[src/rtl/neural_pkg.sv]
// Shared types and default sizing for the neural blend datapath.
package neural_pkg;

    // Per-beat operation selector.
    typedef enum logic [1:0] {
        BLEND   = 2'd0,
        ABSDIFF = 2'd1,
        PASS_T  = 2'd2,
        PASS_T1 = 2'd3
    } blend_mode_t;

    localparam int unsigned MODE_W    = 2;
    localparam int unsigned DEF_W     = 8;
    localparam int unsigned DEF_C     = 3;
    localparam int unsigned DEF_CNT_W = 20;

endpackage

[src/rtl/neural_blend_pipe_if.sv]
// Streaming bus between the frame fetch units, the blend pipe and the output formatter.
interface neural_blend_pipe_if #(
    parameter int unsigned W     = neural_pkg::DEF_W,
    parameter int unsigned C     = neural_pkg::DEF_C,
    parameter int unsigned CNT_W = neural_pkg::DEF_CNT_W
) ();
    import neural_pkg::*;

    logic               in_valid;
    logic               in_ready;
    logic [C*W-1:0]     in_p_t;
    logic [C*W-1:0]     in_p_t1;
    logic [W-1:0]       in_mask;
    blend_mode_t        in_mode;
    logic               in_last;

    logic               out_valid;
    logic               out_ready;
    logic [C*W-1:0]     out_pixel;
    logic               out_last;

    logic [CNT_W-1:0]   frame_beats;
    logic               frame_done;

    // Producer/consumer side: drives input beats and downstream ready.
    modport master (
        output in_valid, in_p_t, in_p_t1, in_mask, in_mode, in_last, out_ready,
        input  in_ready, out_valid, out_pixel, out_last, frame_beats, frame_done
    );

    // Blend pipe side.
    modport slave (
        input  in_valid, in_p_t, in_p_t1, in_mask, in_mode, in_last, out_ready,
        output in_ready, out_valid, out_pixel, out_last, frame_beats, frame_done
    );

endinterface

[src/rtl/neural_blend_lane.sv]
// One channel of the blend datapath: products in stage 1, round/shift/mux in stage 2.
module neural_blend_lane #(
    parameter int unsigned W = neural_pkg::DEF_W
) (
    input  logic                    clk,
    input  logic                    rst,
    input  logic                    en1,
    input  logic                    en2,
    input  logic [W-1:0]            p_t,
    input  logic [W-1:0]            p_t1,
    input  logic [W-1:0]            mask,
    input  neural_pkg::blend_mode_t mode,
    output logic [W-1:0]            pixel
);
    import neural_pkg::*;

    localparam int unsigned MW = W + 1;
    localparam int unsigned PW = 2 * W + 1;
    localparam logic [PW-1:0] HALF = PW'(1) << (W - 1);

    logic [MW-1:0] m_exp_c;
    logic [MW-1:0] m_inv_c;

    logic [PW-1:0] prod_t_q;
    logic [PW-1:0] prod_t1_q;
    logic [W-1:0]  diff_q;
    logic [W-1:0]  p_t_q;
    logic [W-1:0]  p_t1_q;
    blend_mode_t   mode_q;

    logic [PW-1:0] sum_c;
    logic [W-1:0]  res_c;
    logic [W-1:0]  pixel_q;

    // Stretch the mask so all-ones becomes exactly 2^W, making both endpoints exact.
    assign m_exp_c = {1'b0, mask} + MW'(mask[W-1]);
    assign m_inv_c = {1'b1, {W{1'b0}}} - m_exp_c;

    // Stage 1: weighted products, absolute difference and pass-through operands.
    always_ff @(posedge clk or posedge rst) begin
        if (rst) begin
            prod_t_q  <= '0;
            prod_t1_q <= '0;
            diff_q    <= '0;
            p_t_q     <= '0;
            p_t1_q    <= '0;
            mode_q    <= BLEND;
        end else if (en1) begin
            prod_t_q  <= PW'(p_t) * PW'(m_exp_c);
            prod_t1_q <= PW'(p_t1) * PW'(m_inv_c);
            diff_q    <= (p_t >= p_t1) ? (p_t - p_t1) : (p_t1 - p_t);
            p_t_q     <= p_t;
            p_t1_q    <= p_t1;
            mode_q    <= mode;
        end
    end

    // Stage 2 combinational: round-to-nearest blend and mode select.
    always_comb begin
        sum_c = prod_t_q + prod_t1_q + HALF;
        res_c = '0;
        case (mode_q)
            BLEND:   res_c = W'(sum_c >> W);
            ABSDIFF: res_c = diff_q;
            PASS_T:  res_c = p_t_q;
            PASS_T1: res_c = p_t1_q;
            default: res_c = '0;
        endcase
    end

    // Stage 2 register: the lane's output pixel.
    always_ff @(posedge clk or posedge rst) begin
        if (rst) begin
            pixel_q <= '0;
        end else if (en2) begin
            pixel_q <= res_c;
        end
    end

    assign pixel = pixel_q;

endmodule

[src/rtl/neural_blend_pipe.sv]
// Two-stage streaming blender of two C-channel pixel streams with frame beat counting.
module neural_blend_pipe #(
    parameter int unsigned W     = neural_pkg::DEF_W,
    parameter int unsigned C     = neural_pkg::DEF_C,
    parameter int unsigned CNT_W = neural_pkg::DEF_CNT_W
) (
    input  logic                clk,
    input  logic                rst,
    neural_blend_pipe_if.slave  bus
);
    import neural_pkg::*;

    logic             v1;
    logic             v2;
    logic             last1;
    logic             last2;
    logic             load1_c;
    logic             load2_c;
    logic             xfer_c;
    logic [C*W-1:0]   pixel_c;

    logic [CNT_W-1:0] beat_cnt;
    logic [CNT_W-1:0] frame_beats_q;
    logic             frame_done_q;

    // A stage loads when it is empty or its successor is taking its contents.
    assign load2_c = !v2 || bus.out_ready;
    assign load1_c = !v1 || load2_c;
    assign xfer_c  = v2 && bus.out_ready;

    assign bus.in_ready    = load1_c;
    assign bus.out_valid   = v2;
    assign bus.out_last    = last2;
    assign bus.out_pixel   = pixel_c;
    assign bus.frame_beats = frame_beats_q;
    assign bus.frame_done  = frame_done_q;

    // Stage valid bits and the last-flag pipe, moving in step with the lane registers.
    always_ff @(posedge clk or posedge rst) begin
        if (rst) begin
            v1    <= 1'b0;
            v2    <= 1'b0;
            last1 <= 1'b0;
            last2 <= 1'b0;
        end else begin
            if (load1_c) begin
                v1    <= bus.in_valid;
                last1 <= bus.in_last;
            end
            if (load2_c) begin
                v2    <= v1;
                last2 <= last1;
            end
        end
    end

    // One arithmetic lane per channel, all sharing mask and mode.
    for (genvar k = 0; k < int'(C); k++) begin : g_lane
        neural_blend_lane #(
            .W (W)
        ) u_lane (
            .clk   (clk),
            .rst   (rst),
            .en1   (load1_c),
            .en2   (load2_c),
            .p_t   (bus.in_p_t[k*W +: W]),
            .p_t1  (bus.in_p_t1[k*W +: W]),
            .mask  (bus.in_mask),
            .mode  (bus.in_mode),
            .pixel (pixel_c[k*W +: W])
        );
    end

    // Count output transfers; publish the count and pulse done on the last beat.
    always_ff @(posedge clk or posedge rst) begin
        if (rst) begin
            beat_cnt      <= '0;
            frame_beats_q <= '0;
            frame_done_q  <= 1'b0;
        end else begin
            frame_done_q <= 1'b0;
            if (xfer_c) begin
                if (last2) begin
                    frame_beats_q <= beat_cnt + CNT_W'(1);
                    beat_cnt      <= '0;
                    frame_done_q  <= 1'b1;
                end else begin
                    beat_cnt <= beat_cnt + CNT_W'(1);
                end
            end
        end
    end

endmodule

[src/flat_wrapper.sv]
// flat-port wrapper written by rule: the top's interface ports become plain ports
module neural_blend_pipe_flat import neural_pkg::*;
#(
    parameter int unsigned W     = neural_pkg::DEF_W,
    parameter int unsigned C     = neural_pkg::DEF_C,
    parameter int unsigned CNT_W = neural_pkg::DEF_CNT_W
)
  (clk, rst, bus_in_valid, bus_in_p_t, bus_in_p_t1, bus_in_mask, bus_in_mode, bus_in_last, bus_out_ready, bus_in_ready, bus_out_valid, bus_out_pixel, bus_out_last, bus_frame_beats, bus_frame_done);
  neural_blend_pipe_if #(.W(W), .C(C), .CNT_W(CNT_W)) bus_i ();
  input  logic clk;
  input  logic rst;
  input wire logic [$bits(bus_i.in_valid)-1:0] bus_in_valid;
  input wire logic [$bits(bus_i.in_p_t)-1:0] bus_in_p_t;
  input wire logic [$bits(bus_i.in_p_t1)-1:0] bus_in_p_t1;
  input wire logic [$bits(bus_i.in_mask)-1:0] bus_in_mask;
  input wire logic [$bits(bus_i.in_mode)-1:0] bus_in_mode;
  input wire logic [$bits(bus_i.in_last)-1:0] bus_in_last;
  input wire logic [$bits(bus_i.out_ready)-1:0] bus_out_ready;
  output wire logic [$bits(bus_i.in_ready)-1:0] bus_in_ready;
  output wire logic [$bits(bus_i.out_valid)-1:0] bus_out_valid;
  output wire logic [$bits(bus_i.out_pixel)-1:0] bus_out_pixel;
  output wire logic [$bits(bus_i.out_last)-1:0] bus_out_last;
  output wire logic [$bits(bus_i.frame_beats)-1:0] bus_frame_beats;
  output wire logic [$bits(bus_i.frame_done)-1:0] bus_frame_done;
  assign bus_i.in_valid = bus_in_valid;
  assign bus_i.in_p_t = bus_in_p_t;
  assign bus_i.in_p_t1 = bus_in_p_t1;
  assign bus_i.in_mask = bus_in_mask;
  assign bus_i.in_mode = bus_in_mode;
  assign bus_i.in_last = bus_in_last;
  assign bus_i.out_ready = bus_out_ready;
  assign bus_in_ready = bus_i.in_ready;
  assign bus_out_valid = bus_i.out_valid;
  assign bus_out_pixel = bus_i.out_pixel;
  assign bus_out_last = bus_i.out_last;
  assign bus_frame_beats = bus_i.frame_beats;
  assign bus_frame_done = bus_i.frame_done;
  neural_blend_pipe #(.W(W), .C(C), .CNT_W(CNT_W)) u_core (.clk(clk), .rst(rst), .bus(bus_i));
endmodule
[config.mk]
export PLATFORM = sky130hd
export DESIGN_NAME = neural_blend_pipe_flat
export DESIGN_NICKNAME = d
export VERILOG_FILES = /design/src/rtl/neural_pkg.sv /design/src/rtl/neural_blend_pipe_if.sv /design/src/rtl/neural_blend_lane.sv /design/src/rtl/neural_blend_pipe.sv /design/src/flat_wrapper.sv
export SDC_FILE = /design/constraint.sdc
export NUM_CORES = 2
export LEC_CHECK = 0
export CORE_ASPECT_RATIO = 1.2
export CORE_MARGIN = 4
export CORE_UTILIZATION = 30
export DETAILED_ROUTE_END_ITERATION = 7
export SETUP_SLACK_MARGIN = 0.1
export SYNTH_ARGS = -nofsm -noshare
export SYNTH_HDL_FRONTEND = slang
export SYNTH_SLANG_ARGS = --single-unit
[constraint.sdc]
create_clock -name clk -period 17.2 [get_ports clk]
set_input_delay 4.3 -clock clk [delete_from_list [all_inputs] [get_ports clk]]
set_output_delay 4.3 -clock clk [all_outputs]
set_load 0.01 [all_outputs]
==> impl_metrics.yaml <==
clock_tree:
  clk_latency_ps: 600
  cts_setup_buffers: 0
  cts_hold_buf: 0
  tritoncts: "yes"
  cts_root_buf: "clkbuf_16"
  cts.sinks: 239
  path_clk_slew_ps: 60
  clockBufferDepth: 3
  cts_buffers: 29
  htree_levels: 1
  post_cts_resized: 0
grt:
  grt_antenna_before_repair: 6
  grt_pass1_vias: 21650
  gr-total-overflow: 0
  grt_pass1_wl_mm: 121.1
  gr-usage-all-layers: 0.1631
  grt_max_degree: 114
timing:
  post-route-min-period_ps: 11040
  report.final.setup_viol: 0
  hold_viol: 0
  skew_ps: 16.59
  tightest_slew_ps: 1154
  rsz0062_at_grt: "no"
  timing.setup.tns_ps: 0
  fmax_mhz: 90.54
  slew_viol_final: 0
  maxSlewHeadroom: 0.2253
  post-route-period-util: 0.6421
run_status:
  status: "finished clean"
die:
  dieWidth_um: 280.4
  die-area_sq_um: 93880
  ios: 111
  die-height_um: 334.9
  coreArea_sq_um: 88000
  num_rows: 119
  start_util: 0.3035
setup_path:
  cp_slowest_cell: "xnor2_4"
  cp_common_cell: "fa_1"
  crit_chain: "clkdlybuf4s50_1 > ha_1 > ha_1 > xnor2_4 > nand3_1 > nor3_1 > or3b_2 > xnor2_2 > buf_4 > nor2_1 > fa_1 > fa_1 > fa_1 > inv_1 > fa_1 > inv_1 > ha_1 > o41a_1 > a41o_1 > o41ai_1 > o211ai_1 > o211a_1"
  cp.required_ps: 17680
  worstPathMaxFanout: 19
  worstSetupStartpointType: "input port"
  worst_setup_path_end_kind: "register"
  critPathKind: "input port to register"
  slowest_delay_ps: 640
  cp.arrival_ps: 11520
power_and_ir_drop:
  cellLeakagePower_nw: 14.71
  ir_drop_mv: 0.08707
  cellPowerDensity_nw_per_um2: 142.6
layout:
  layout-drive-gt1-share: 0.04662
  layout_common_cells: "inv_1 (434), nand2_1 (394), ha_1 (341)"
  nets: 3787
  nFillCells: 9073
  layout_commonest_cell: "inv_1"
  area_growth_pct: 12.70
  final_cells: 4303
place:
  dp_hpwl_mm: 58.95
  dpl.cell_count: 4249
  io_buffers: 110
  place_congestion: 0.8694
logic_synthesis:
  ys_ff_latch: 239
  synth_warnings: 0
  async_reset_ff_frac: 1.000
  netlist_area_sq_um: 26710
  syn-num-nets: 3728
  synth_cell_type_count: 70
  ys_seq_area_frac: 0.2239
  synth_cells: 3072
  avgSynthCellArea_sq_um: 8.694
  synth_edf_count: 0
  synth_ff_type: "dfrtp_1"
route:
  vias: 21320
  drc_errors: 0
  drt_iter0_drc: 1209
  routed_via_density: 4.955
  drt_first_pass_iters: 5
  drt_wl_total_mm: 76.00
  antenna_left: 0
  routedWlPerCell_um: 17.66
min_path:
  min_path_type: "register to register"
run:
  drv_cap: 0
[metrics by stage]
stage / power, W / instance area [sq um] / setup WS, ps / util / hold WS, ps
finish: 0.004293 / 30100 / 6155 / 0.3421 / 461.9
global route: 0.004738 / 30100 / 5824 / 0.3420 / 491.9
CTS: 0.004326 / 30100 / 6189 / 0.3420 / 461.9
detailed placement: 0.003647 / 29110 / 5563 / 0.3308 / 444.9
global placement: 0.003599 / 29110 / 5744 / 0.3308 / 450.1
floorplan: 0.002867 / 26710 / 6340 / - / 425.2
[where the power goes]
part	internal, W	total (W)	switching (W)
combinational	0.00120	0.00279	0.00159
clock	0.000365	0.000650	0.000285
sequential	0.000739	0.000850	0.000111
total	0.00231	0.00429	0.00199
[synth_stat cells (30+ instances only)]
cell type  number  area [sq um]
and2_1        110         688.2
nor3_1         30         150.1
fa_1          252          5045
nand2_1       394          1479
inv_1         435          1633
nand3_1        32         160.2
xor2_1         48         420.4
a21oi_1       160         800.8
xnor2_1       102         893.4
nor2_1        324          1216
clkbuf_1      106         397.9
dfrtp_1       239          5981
o21ai_0       156         780.8
ha_1          341          4267
[state kept, by name, summed over array words and instances (netlist names), 2 cells and up]
signal / count
u_core.g_lane.u_lane.diff_q: 24
u_core.g_lane.u_lane.prod_t1_q: 48
u_core.g_lane.u_lane.prod_t_q: 48
u_core.beat_cnt: 20
u_core.g_lane.u_lane.mode_q: 2
u_core.g_lane.u_lane.pixel: 24
u_core.bus.frame_beats: 20
u_core.g_lane.u_lane.p_t_q: 24
u_core.g_lane.u_lane.p_t1_q: 24
[worst paths after layout]
path | start | to | slack (ps) | cells after the start
worst max register to register | u_core.g_lane[2].u_lane.prod_t_q[7] | u_core.g_lane[2].u_lane.pixel[1] | 13920 | 12
max in group asynchronous | rst | u_core.bus.out_last | 10680 | 4
worst max-delay path | bus_in_mask[7] | u_core.g_lane[1].u_lane.prod_t1_q[15] | 6160 | 22
min in group asynchronous | rst | u_core.g_lane[1].u_lane.pixel[3] | 4280 | 2
worst min-delay path | u_core.v1 | u_core.bus.out_valid | 460 | 1
worst min register to register | u_core.v1 | u_core.bus.out_valid | 460 | 1
[worst max-delay path, delay by kind of cell]
family / cells / cell delay [ps]
adder cells (fa/ha/maj): 7 / 2760
AO/OA/AOI/OAI: 5 / 1380
AND/OR/NAND/NOR: 4 / 1350
buffers and inverters: 4 / 930
XOR/XNOR: 2 / 770
[kinds of logic (layout without fill, tap and decap cells)]
| kind of cell | count (synthesis) | in the layout | share of synthesized area |
|---|---|---|---|
| AO/OA/AOI/OAI | 498 | 498 | 0.1133 |
| XOR/XNOR | 156 | 156 | 0.05369 |
| adder cells (fa/ha/maj) | 593 | 593 | 0.3486 |
| buffers and inverters | 556 | 637 | 0.07838 |
| flip-flops | 239 | 239 | 0.2239 |
| multiplexers | 50 | 50 | 0.02127 |
| other | 0 | 1 | 0 |
| AND/OR/NAND/NOR | 980 | 980 | 0.1608 |
[final cells by class]
type / instances / area, sq um / area share
inverter: 440 / 1664 / 0.05529
sequential: 239 / 5981 / 0.1987
timing repair buffer: 144 / 1356 / 0.04506
tap: 1149 / 1438 / 0.04776
clock buffer: 32 / 747.0 / 0.02482
antenna: 1 / 2.502 / 0.00008314
clock inverter: 21 / 239.0 / 0.007940
multi-input combinational: 2277 / 18670 / 0.6203
[layer usage]
metal  up-vias  track usage  share of wire  wire length [um]
met4         6      0.04131          0.023              1731
met5         -            0        0.00037                28
met2       578       0.2768           0.47             35860
li1      10080            -              -                 -
met3       104      0.02736          0.070              5333
met1     10560       0.2169           0.43             33040
No activity file was read; power rests on OpenSTA's default activity.
